## src/rtl/rr_grant4_pkg.sv

```systemverilog
// rr_grant4_pkg: shared types, constants and the rotating-priority search
// used by the four-way round-robin grant generator.
package rr_grant4_pkg;

    // Arbiter state: no owner, or one requester holds the grant.
    typedef enum logic [0:0] {
        ST_IDLE  = 1'b0,
        ST_GRANT = 1'b1
    } state_t;

    // Requester index: 2'd0 is IN1/GNT1 ... 2'd3 is IN4/GNT4.
    typedef logic [1:0] idx_t;

    // Last owner after reset is requester 4, so requester 1 is scanned first.
    localparam idx_t PTR_RESET = 2'd3;

    // Result of a priority search.
    typedef struct packed {
        logic valid;
        idx_t idx;
    } pick_t;

    // Scan req starting at ptr+1 and wrapping; ptr itself is visited last
    // and is skipped entirely when exclude is set.
    function automatic pick_t next_winner(input logic [3:0] req,
                                          input idx_t      ptr,
                                          input logic      exclude);
        pick_t res;
        idx_t  cand;
        res.valid = 1'b0;
        res.idx   = ptr;
        for (int i = 1; i <= 4; i++) begin
            cand = ptr + idx_t'(i);
            if (!res.valid && req[cand] && !(exclude && (cand == ptr))) begin
                res.valid = 1'b1;
                res.idx   = cand;
            end
        end
        return res;
    endfunction

endpackage

```

## src/rtl/rr_grant4_if.sv

```systemverilog
// rr_grant4_if: request/grant bundle between the requesters (master) and
// the round-robin grant generator (slave).
interface rr_grant4_if;
    logic IN1;
    logic IN2;
    logic IN3;
    logic IN4;
    logic DONE;
    logic GNT1;
    logic GNT2;
    logic GNT3;
    logic GNT4;
    logic Q;
    logic TOUT;

    modport master (
        output IN1, IN2, IN3, IN4, DONE,
        input  GNT1, GNT2, GNT3, GNT4, Q, TOUT
    );

    modport slave (
        input  IN1, IN2, IN3, IN4, DONE,
        output GNT1, GNT2, GNT3, GNT4, Q, TOUT
    );
endinterface

```

## src/rtl/rr_grant4_pick.sv

```systemverilog
// rr_grant4_pick: combinational rotating-priority picker. Returns the first
// active request after i_ptr (wrapping), optionally excluding i_ptr itself.
module rr_grant4_pick
    import rr_grant4_pkg::*;
(
    input  logic [3:0] i_req,
    input  idx_t       i_ptr,
    input  logic       i_excl,
    output logic       o_valid,
    output idx_t       o_idx
);

    pick_t w_pick;

    assign w_pick  = next_winner(i_req, i_ptr, i_excl);
    assign o_valid = w_pick.valid;
    assign o_idx   = w_pick.idx;

endmodule

```

## src/rtl/rr_grant4.sv

```systemverilog
// rr_grant4: four-way round-robin grant generator with registered one-hot
// grants, a registered "some grant active" flag Q and an optional hold
// timeout. Build option: define RR_GRANT4_TIMEOUT_EN to include the hold
// counter and the timeout-forced release (TOUT); otherwise TOUT is 0.
module rr_grant4
    import rr_grant4_pkg::*;
#(
    parameter int HOLD_MAX = 15
) (
    input logic          CLK,
    input logic          RST,
    rr_grant4_if.slave   bus
);

    // Reject an illegal hold limit at elaboration.
    if (HOLD_MAX < 32'sd1) begin : g_bad_hold_max
        $error("rr_grant4: HOLD_MAX must be 1 or more");
    end

    state_t     r_state;
    state_t     w_state_nxt;
    idx_t       r_ptr;
    idx_t       w_ptr_nxt;
    logic [3:0] r_gnt;
    logic [3:0] w_gnt_nxt;
    logic       r_q;
    logic       r_tout;
    logic       w_tout_nxt;

    logic [3:0] w_req;
    logic       w_own_req;
    logic       w_timeout;
    logic       w_release;
    logic       w_pick_valid;
    idx_t       w_pick_idx;

`ifdef RR_GRANT4_TIMEOUT_EN
    localparam int               CNT_W    = $clog2(HOLD_MAX + 1);
    localparam logic [CNT_W-1:0] CNT_LAST = CNT_W'(HOLD_MAX - 1);
    localparam logic [CNT_W-1:0] CNT_SAT  = {CNT_W{1'b1}};

    logic [CNT_W-1:0] r_cnt;
    logic [CNT_W-1:0] w_cnt_nxt;

    // A timeout counts as the release cause only when the owner still wants
    // the grant and is not releasing it voluntarily with DONE.
    assign w_timeout = (r_state == ST_GRANT) && (r_cnt == CNT_LAST)
                       && w_own_req && !bus.DONE;
`else
    assign w_timeout = 1'b0;
`endif

    assign w_req     = {bus.IN4, bus.IN3, bus.IN2, bus.IN1};
    assign w_own_req = w_req[r_ptr];
    assign w_release = !w_own_req || bus.DONE || w_timeout;

    // A timeout release must hand over to someone else, so the current owner
    // is excluded; otherwise the owner is simply scanned last.
    rr_grant4_pick u_pick (
        .i_req   (w_req),
        .i_ptr   (r_ptr),
        .i_excl  (w_timeout),
        .o_valid (w_pick_valid),
        .o_idx   (w_pick_idx)
    );

    // Next-state, next-owner and next-output decode for the grant FSM.
    always_comb begin
        w_state_nxt = r_state;
        w_ptr_nxt   = r_ptr;
        w_gnt_nxt   = r_gnt;
        w_tout_nxt  = 1'b0;
`ifdef RR_GRANT4_TIMEOUT_EN
        w_cnt_nxt   = r_cnt;
`endif
        case (r_state)
            ST_IDLE: begin
                if (w_pick_valid) begin
                    w_state_nxt = ST_GRANT;
                    w_ptr_nxt   = w_pick_idx;
                    w_gnt_nxt   = 4'b0001 << w_pick_idx;
`ifdef RR_GRANT4_TIMEOUT_EN
                    w_cnt_nxt   = {CNT_W{1'b0}};
`endif
                end else begin
                    w_gnt_nxt   = 4'b0000;
                end
            end
            ST_GRANT: begin
                if (w_release) begin
                    w_tout_nxt = w_timeout;
                    if (w_pick_valid) begin
                        // Direct handover: old grant falls, new one rises.
                        w_state_nxt = ST_GRANT;
                        w_ptr_nxt   = w_pick_idx;
                        w_gnt_nxt   = 4'b0001 << w_pick_idx;
                    end else begin
                        w_state_nxt = ST_IDLE;
                        w_gnt_nxt   = 4'b0000;
                    end
`ifdef RR_GRANT4_TIMEOUT_EN
                    w_cnt_nxt = {CNT_W{1'b0}};
`endif
                end else begin
`ifdef RR_GRANT4_TIMEOUT_EN
                    if (r_cnt != CNT_SAT) begin
                        w_cnt_nxt = r_cnt + {{(CNT_W-1){1'b0}}, 1'b1};
                    end else begin
                        w_cnt_nxt = r_cnt;
                    end
`endif
                    w_gnt_nxt = r_gnt;
                end
            end
            default: begin
                w_state_nxt = ST_IDLE;
                w_ptr_nxt   = PTR_RESET;
                w_gnt_nxt   = 4'b0000;
            end
        endcase
    end

    // State, pointer, hold counter and registered outputs.
    always_ff @(posedge CLK) begin
        if (RST) begin
            r_state <= ST_IDLE;
            r_ptr   <= PTR_RESET;
            r_gnt   <= 4'b0000;
            r_q     <= 1'b0;
            r_tout  <= 1'b0;
`ifdef RR_GRANT4_TIMEOUT_EN
            r_cnt   <= {CNT_W{1'b0}};
`endif
        end else begin
            r_state <= w_state_nxt;
            r_ptr   <= w_ptr_nxt;
            r_gnt   <= w_gnt_nxt;
            r_q     <= |w_gnt_nxt;
            r_tout  <= w_tout_nxt;
`ifdef RR_GRANT4_TIMEOUT_EN
            r_cnt   <= w_cnt_nxt;
`endif
        end
    end

    assign bus.GNT1 = r_gnt[0];
    assign bus.GNT2 = r_gnt[1];
    assign bus.GNT3 = r_gnt[2];
    assign bus.GNT4 = r_gnt[3];
    assign bus.Q    = r_q;
    assign bus.TOUT = r_tout;

endmodule

```

## src/flat_wrapper.sv

```systemverilog
// flat-port wrapper written by rule: the top's interface ports become plain ports
module rr_grant4_flat import rr_grant4_pkg::*;
#(
    parameter int HOLD_MAX = 15
)
  (CLK, RST, bus_IN1, bus_IN2, bus_IN3, bus_IN4, bus_DONE, bus_GNT1, bus_GNT2, bus_GNT3, bus_GNT4, bus_Q, bus_TOUT);
  rr_grant4_if bus_i ();
  input logic CLK;
  input logic RST;
  input wire logic [$bits(bus_i.IN1)-1:0] bus_IN1;
  input wire logic [$bits(bus_i.IN2)-1:0] bus_IN2;
  input wire logic [$bits(bus_i.IN3)-1:0] bus_IN3;
  input wire logic [$bits(bus_i.IN4)-1:0] bus_IN4;
  input wire logic [$bits(bus_i.DONE)-1:0] bus_DONE;
  output wire logic [$bits(bus_i.GNT1)-1:0] bus_GNT1;
  output wire logic [$bits(bus_i.GNT2)-1:0] bus_GNT2;
  output wire logic [$bits(bus_i.GNT3)-1:0] bus_GNT3;
  output wire logic [$bits(bus_i.GNT4)-1:0] bus_GNT4;
  output wire logic [$bits(bus_i.Q)-1:0] bus_Q;
  output wire logic [$bits(bus_i.TOUT)-1:0] bus_TOUT;
  assign bus_i.IN1 = bus_IN1;
  assign bus_i.IN2 = bus_IN2;
  assign bus_i.IN3 = bus_IN3;
  assign bus_i.IN4 = bus_IN4;
  assign bus_i.DONE = bus_DONE;
  assign bus_GNT1 = bus_i.GNT1;
  assign bus_GNT2 = bus_i.GNT2;
  assign bus_GNT3 = bus_i.GNT3;
  assign bus_GNT4 = bus_i.GNT4;
  assign bus_Q = bus_i.Q;
  assign bus_TOUT = bus_i.TOUT;
  rr_grant4 #(.HOLD_MAX(HOLD_MAX)) u_core (.CLK(CLK), .RST(RST), .bus(bus_i));
endmodule
```

## config.mk

```make
export PLATFORM = sky130hd
export DESIGN_NAME = rr_grant4_flat
export DESIGN_NICKNAME = d
export VERILOG_FILES = /design/src/rtl/rr_grant4_pkg.sv /design/src/rtl/rr_grant4_if.sv /design/src/rtl/rr_grant4_pick.sv /design/src/rtl/rr_grant4.sv /design/src/flat_wrapper.sv
export SDC_FILE = /design/constraint.sdc
export NUM_CORES = 1
export LEC_CHECK = 0
export BUFFER_PORTS_ARGS = -buffer_cell sky130_fd_sc_hd__buf_2
export CORE_AREA = 2 2 39 41
export DETAILED_ROUTE_END_ITERATION = 10
export DIE_AREA = 0 0 41 43
export PLACE_DENSITY_LB_ADDON = 0.25
export SETUP_SLACK_MARGIN = 0.3
export SYNTH_ARGS = -nofsm -noshare
export SYNTH_HDL_FRONTEND = slang
export SYNTH_SLANG_ARGS = --single-unit
```

## constraint.sdc

```tcl
create_clock -name CLK -period 1.75 [get_ports CLK]
set_clock_uncertainty 0.1 [all_clocks]
set_input_delay 0.4375 -clock CLK [delete_from_list [all_inputs] [get_ports CLK]]
set_output_delay 0.4375 -clock CLK [all_outputs]
set_load 0.02 [all_outputs]
```

Word level (Yosys, flattened, before mapping)
Cells that the tools add are included.
- output and inout bits: 6
- bits of input ports: 7
- ROM bits: 0
- bits in registers: 8
- memories: 0
- latch bits: 0
- RAM bits: 0
- logic and storage cells: 44
- order comparisons: 4
- $add $sub $neg: 3
- multipliers: 0
- reduce and logical (&&, ||, !) cells: 9
- muxes and demuxes: 21
- div/mod/pow operators: 0
- bitwise logic cells: 1
- equality and inequality tests: 1
- shift operators: 1
- operators with widths (kind ; count):
    $lt 2x3->1 const B ; 4
    $mux 3 ; 4
    $bmux 1 s2 ; 4
    $mux 4 ; 2
    $pmux 4 s2 ; 1
    $mux 1 ; 6
    $add 2x2->2 const B ; 2
    $logic_not 1->1 ; 4
    $mux 2 ; 2
    $pmux 2 s2 ; 1
    $reduce_or 4->1 ; 1
    $shl 1x2->4 const A ; 1
    $logic_and 1x1->1 ; 3
    $add 2x1->2 const B ; 1
    $ne 2x2->1 const B ; 1
    $pmux 1 s2 ; 1
    $logic_or 1x1->1 ; 1
    $not 1->1 ; 1

Longest topological paths before layout
Gate-level depths: netlist of the first run.
- word-level depth: 18
- depth in mapped cells: 5
- mapped depth without buffers: 4

Modules after synthesis
Synthesis of the first run repeated with hierarchy kept, for this count alone.
- cell total of the unflattened synthesis: 61
- area, all modules: 509.2 µm²
- by module, submodules not included (module ; area an instance (µm²) ; cells each ; instances ; sequential area each (µm²)):
    rr_grant4 ; 367.9 ; 42 ; 1 ; 160.2
    rr_grant4_pick ; 141.4 ; 19 ; 1 ; 0.0

Worst setup path before layout of the first run
OpenSTA, ideal clock, no wires.
- path kind: input -> register
- from: input bus_IN3
- to: register u_core.r_ptr[0]
- stages on the path: 5
- setup slack: 0.086 ns
- arrival: 1.442 ns
- setup time: 0.122 ns
- buffers on the path: 1
- data required time: 1.528 ns
- cell sequence: clkbuf_1 > mux2i_4 > o22a_2 > o21ai_1 > a221o_1
- cells in the longest elaborated chain, start to end: 15
- elaborated cells between the ends (all ways): 24
- those cells by class: 1 x eq/ne; 15 x mux; 8 x reduce/logical
- RTL lines (what ; RTL line ; text):
    start: declaration ; flat_wrapper.sv:12 ; input wire logic [$bits(bus_i.IN3)-1:0] bus_IN3;
    $bmux 1 s2 ; rr_grant4_pkg.sv:34 ; if (!res.valid && req[cand] && !(exclude && (cand == ptr))) begin
    $mux 1 (implied by the code) ; rr_grant4_pkg.sv:34 ;
    $mux 3 ; rr_grant4_pkg.sv:34 ;
    $logic_not 1->1 ; rr_grant4_pkg.sv:34 ;
    $logic_and 1x1->1 ; rr_grant4_pkg.sv:34 ;
    $mux 3 ; rr_grant4_pkg.sv:34 ;
    $logic_not 1->1 ; rr_grant4_pkg.sv:34 ;
    $logic_and 1x1->1 ; rr_grant4_pkg.sv:34 ;
    $mux 3 ; rr_grant4_pkg.sv:34 ;
    $logic_not 1->1 ; rr_grant4_pkg.sv:34 ;
    $logic_and 1x1->1 ; rr_grant4_pkg.sv:34 ;
    $mux 3 ; rr_grant4_pkg.sv:34 ;
    $mux 2 ; rr_grant4.sv:78, rr_grant4.sv:92 ;
    $mux 2 ; rr_grant4.sv:90 ; if (w_release) begin
    $pmux 2 s2 ; rr_grant4.sv:76 ; case (r_state)
    end signal: assignment ; rr_grant4.sv:136 ; r_ptr <= w_ptr_nxt;
    end: declaration ; rr_grant4.sv:22 ; idx_t r_ptr;
Parallel ways exist; a longest one is shown, timed or not. The select of a mux whose other input is x is not followed.
A chain may end at the register's enable or synchronous reset.

Worst setup path after layout of the first run
- from: register u_core.r_state
- to: register u_core.r_ptr[0]
- cells in the longest elaborated chain, start to end: 2
- elaborated cells between the ends (all ways): 3
- those cells by class: 1 x eq/ne; 1 x mux; 1 x bitwise
- RTL lines (what ; RTL line ; text):
    start: declaration ; rr_grant4.sv:20 ; state_t r_state;
    start signal: assignment ; rr_grant4.sv:135 ; r_state <= w_state_nxt;
    $not 1->1 ; rr_grant4.sv:76 ;
    $pmux 2 s2 ; rr_grant4.sv:76 ;
Parallel ways exist; a longest one is shown, timed or not.

==> flow_summary.yaml, run 1 <==
run_status:
  status: "finished clean"
grt:
  grt_pass1_wl_mm: 1.81
  grt_max_degree: 14
  first_global_vias: 412
  track_usage_pct: 15.8
  overflow: 0
  antenna_found_initial: 0
clock_tree:
  path_clk_slew_ns: 0.06
  clock_sinks: 8
  cts-root-buf: "clkbuf_4"
  cts_tree: "done"
  worstSkewPairLatency_ns: 0.25
  clock_path_buffers: 2
  htreeDepth: 1
  numCtsBuffers: 3
  cts_hold_buf: 0
synth:
  ys.flop_type: "dfxtp_1"
  synth_cells: 65
  synthesis.area_um2: 554
  ys_seq_area_share_pct: 28.9
  yosysWarnings: 0
  synth.avg_cell_area_um2: 8.53
  ys_ff_latch: 8
  synthesis.nets: 72
  synth_top_area_share_pct: 28.9
  ys_top_cells_by_area: "dfxtp_1 29%, mux2i_4 8.1%, nor2b_1 5.6%"
  yosysTopAreaCell: "dfxtp_1"
  synth_edf_count: 0
  yosys.cell_types.count: 31
  async_flop_share_pct: 0
drt:
  drt-vias-per-instance: 5.52
  drt_iter0_drc: 12
  wirelength_mm: 1.21
  topRoutingLayerUsed: "met4"
  m1WireLength_um: 557
  wl_per_cell_um: 12.5
  drc: 0
  dr.pass1.iters: 5
  wl_met2_um: 588
  via_count: 535
  ant_nets: 0
  wl_met3_um: 51
finish:
  final_cell_mix: "11 x buf_2, 9 x buf_4, 6 x a21oi_1"
  layout_commonest_cell: "buf_2"
  fin_nets: 90
  finalInstanceArea_um2: 708
  area_growth_syn_to_layout_pct: 27.8
  fillers: 137
  antenna-diode-count: 0
  drive_gt1_share_pct: 44.4
worst_setup_path:
  start_kind: "flip-flop"
  path_max_fanout: 2
  crit_required_ns: 1.79
  cp.arrival_ns: 1.49
  worstSetupPathType: "flip-flop to flip-flop"
  end_kind: "flip-flop"
place:
  pre_cts_ws_ns: 0.0465
  place_area_um2: 639
  place.gp.congestion: 0.794
  hpwl_um: 901
  portBuffers: 11
sta:
  fmax_ghz: 0.691
  tns_ns: 0
  layout_min_cycle_time_ns: 1.45
  setup_slack_ns: 0.304
  final_max_slew_viol_count: 0
  rsz0062_at_grt: "true"
  hold_slack_ns: 0.332
  hold_viol_final: 0
  setup_viol: 0
  post-route-period-util_pct: 82.7
floorplanning:
  coreArea_mm2: 0.00138
  start_util_pct: 40.1
  rows: 14
  pin_count: 13
  die_w_um: 41
  die-area_mm2: 0.00176
  die_y_um: 43
power:
  p_per_area_mw_per_mm2: 787
  p_leak_nw: 0.273
  ir_drop_uv: 433
hold_path:
  hold_path_class: "input port to flip-flop"
job:
  drv_cap: 0
logic make-up after synthesis:
family          synth area share [%]
buf+inv                         7.45
flops                           28.9
simple gates                    24.4
mux                             8.13
other cells                    0.677
compound gates                  30.5
state kept, by name, summed over array words and instances, names as in the netlist:
register	cells
u_core.r_state	1
u_core.bus.Q	1
u_core.r_ptr	2
u_core.r_gnt	4
routing by layer:
metal	global-route usage [%]	up-vias
met2	22.2	13
met5	0	-
met3	6.28	2
li1	-	277
met1	20.1	243
met4	8.00	0
path summary, 6_finish.rpt:
path              slack (ns)                       start  cells past startpoint                            to
setup / recovery        0.30   u_core.r_state$_SDFF_PP0_                      4  u_core.r_ptr[0]$_SDFFE_PP1P_
hold / removal          0.33                         RST                      2    u_core.r_gnt[2]$_SDFF_PP0_
setup reg to reg        0.30   u_core.r_state$_SDFF_PP0_                      4  u_core.r_ptr[0]$_SDFFE_PP1P_
hold reg to reg         0.36  u_core.r_gnt[0]$_SDFF_PP0_                      2    u_core.r_gnt[0]$_SDFF_PP0_
area by class of cell:
class,instances,area (um^2),area share [%]
multi-input cells,49,373,52.7
flip-flops and latches,8,166,23.5
repair buffers,20,123,17.3
clock buffers,3,22.5,3.18
well taps,16,20.0,2.83
inverters,1,3.75,0.530
worst max-delay path, stage by stage (launching register included):
cell and delay, ns:
dfxtp_2 0.32, or3b_4 0.39, o22ai_4 0.17, nor2_2 0.06, a221o_1 0.29
per-stage QoR:
stage | total power, mW | util [%] | cells
CTS | 0.556 | 49.9 | 97
floorplan | 0.356 | - | 65
global route | 0.597 | 51.2 | 97
detailed placement | 0.401 | 46.2 | 91
global placement | 0.399 | 46.2 | 91
finish | 0.557 | 51.2 | 97
power by group:
part           switching [mW]  leakage [nW]  internal, mW
Clock                  0.0624        0.0138        0.0785
Combinational           0.102         0.193        0.0962
Sequential             0.0153        0.0664         0.203
Yosys cell counts (2+ instances only):
cell type and instances:
a21oi_1 6, buf_2 3, buf_4 2, clkbuf_1 2
dfxtp_1 8, mux2i_4 2, nand2_1 4, nor2_1 4
nor2b_1 5, nor3_1 3, nor3b_1 2, o2111ai_1 2
o21ai_0 4
what timing repair did:
item	in CTS	in global routing
setup buffers	3	0
pin swaps	6	4
resized for setup	4	3
setup endpoints to repair	6	6
hold endpoints to repair	0	0
(Power assumes the default switching activity.)
==> inputs of run 2 (changes only) <==
==> constraint.sdc (replaced) <==
create_clock -name CLK -period 1.4 [get_ports CLK]
set_clock_uncertainty 0.1 [all_clocks]
set_input_delay 0.35 -clock CLK [delete_from_list [all_inputs] [get_ports CLK]]
set_output_delay 0.35 -clock CLK [all_outputs]
set_load 0.02 [all_outputs]
==> flow_summary.yaml, run 2 (synthesis results as in run 1) <==
grt:
  first_global_vias: 568
  track_usage_pct: 18.2
  antenna_found_initial: 0
  grt_pass1_wl_mm: 2.18
  overflow: 0
  grt_max_degree: 15
finish:
  antenna-diode-count: 0
  area_growth_syn_to_layout_pct: 50.6
  largest_reg_flops: 4
  instances_no_fill: 107
  fillers: 123
  drive_gt1_share_pct: 56.0
  fin_nets: 100
  final_cell_mix: "17 x buf_4, 7 x dfxtp_2, 6 x a21oi_1, 6 x buf_2, 6 x buf_6"
  reg_top3: "u_core.r_gnt (4), u_core.r_ptr (2)"
  top_register: "u_core.r_gnt"
  multi_input_area_um2: 370
  seq_area_um2: 173
  layout_commonest_cell: "buf_4"
clock_tree:
  clock_path_buffers: 2
  clock_sinks: 8
  numCtsBuffers: 3
  cts-root-buf: "clkbuf_4"
  path_clk_slew_ns: 0.05
  htreeDepth: 1
  cts_tree: "done"
  worstSkewPairLatency_ns: 0.25
floorplanning:
  rows: 14
  coreArea_mm2: 0.00138
  die-area_mm2: 0.00176
  die_w_um: 41
  pin_count: 13
  die_y_um: 43
  start_util_pct: 40.1
worst_setup_path:
  path_max_fanout: 2
  r2r_setup_slack_ns: -0.04
  crit_required_ns: 1.44
  start_kind: "flip-flop"
  r2r_start: "u_core.r_state$_SDFF_PP0_"
  end_kind: "flip-flop"
  cp.arrival_ns: 1.47
  worstSetupPathType: "flip-flop to flip-flop"
  rr_endpoint: "u_core.r_ptr[0]$_SDFFE_PP1P_"
  r2r_cells: 4
drt:
  wl_met3_um: 33
  via_count: 580
  drt_iter0_drc: 11
  drt-vias-per-instance: 5.42
  topRoutingLayerUsed: "met4"
  wirelength_mm: 1.37
  wl_per_cell_um: 12.8
  drc: 0
  dr.pass1.iters: 4
  ant_nets: 0
  m1WireLength_um: 593
  wl_met2_um: 726
sta:
  post-route-period-util_pct: 103
  hold_viol_final: 0
  rsz0062_at_grt: "true"
  setup_viol: 5
  final_max_slew_viol_count: 0
  layout_min_cycle_time_ns: 1.44
  fmax_ghz: 0.697
  setup_slack_ns: -0.0356
power:
  ir_drop_uv: 533
  p_leak_nw: 0.337
  switchingPower_uw: 233
  p_per_area_mw_per_mm2: 895
  p_clk_share_pct: 23.0
  p_seq_share_pct: 37.2
  cellInternalPower_uw: 514
  p_sw_share_pct: 31.2
  power_frac_comb_pct: 39.9
place:
  pre_cts_ws_ns: -0.209
  portBuffers: 11
  place.gp.congestion: 0.756
  hpwl_um: 951
  placed_cells: 98
run_status:
  failed_checks: "negative setup slack"
  status: "finished, violations left"
hold_path:
  min_path_cells: 2
  hold_path_class: "input port to flip-flop"
  min_to: "u_core.r_gnt[1]$_SDFF_PP0_"
  min-delay-start: "RST"
job:
  drv_cap: 0
run 2: changes by cell type in the layout (fill, tap and decap cells not counted), sizes merged:
cell	delta
buf	+10
run 2: layer usage:
metal	vias to the layer above	track usage, %
li1	291	-
met1	275	20.6
met2	12	30.0
met3	2	6.28
met4	0	6.00
met5	-	0
run 2: worst max-delay path by stage:
stage                                  from                           end  slack [ns]
3_5_place_dp                       bus_DONE  u_core.r_ptr[0]$_SDFFE_PP1P_       -0.21
4_1_cts        u_core.r_ptr[0]$_SDFFE_PP1P_  u_core.r_ptr[0]$_SDFFE_PP1P_       -0.08
2_1_floorplan                      bus_DONE  u_core.r_ptr[0]$_SDFFE_PP1P_       -0.11
5_1_grt        u_core.r_ptr[0]$_SDFFE_PP1P_  u_core.r_ptr[0]$_SDFFE_PP1P_       -0.07
3_3_place_gp                       bus_DONE  u_core.r_ptr[0]$_SDFFE_PP1P_       -0.19
6_report          u_core.r_state$_SDFF_PP0_  u_core.r_ptr[0]$_SDFFE_PP1P_       -0.04
run 2: per-stage QoR:
step                      setup TNS, ns  power (mW)  instance area (um^2)  hold slack (ns)  utilization [%]
after CTS                        -0.245       0.740                   810            0.246             58.5
after floorplan                  -0.202       0.456                   587            0.319                -
after global routing             -0.375       0.797                   835            0.244             60.3
after detailed placement          -1.03       0.531                   714            0.364             51.6
after global placement           -0.920       0.530                   714            0.358             51.6
final                           -0.0850       0.747                   835            0.248             60.3
run 2: power by group through the flow:
stage	Combinational (mW)	Sequential [mW]	Clock (mW)
after CTS	0.285	0.276	0.179
after detailed placement	0.255	0.276	0
final	0.298	0.278	0.172
after global placement	0.254	0.275	0
after global routing	0.323	0.280	0.194
after floorplan	0.172	0.285	0
run 2: what timing repair did:
item,4_1_cts,5_1_grt
endpoints found under the setup margin,12,12
buffers inserted,4,2
pin swaps,5,6
gates resized for setup,18,4
hold buffers,0,0
run 2: final cells by class:
class / instances / share of cell area [%]
repair buffers: 30 / 29.4
inverters: 1 / 0.450
clock buffers: 3 / 2.70
well taps: 16 / 2.40
flip-flops and latches: 8 / 20.7
multi-input cells: 49 / 44.4
run 2: worst max-delay path, cell delays in order, from the launching register on:
cell and delay (ns):
dfxtp_2 0.32, or3b_4 0.39, o22ai_4 0.17, nor2_2 0.06, a221o_1 0.28
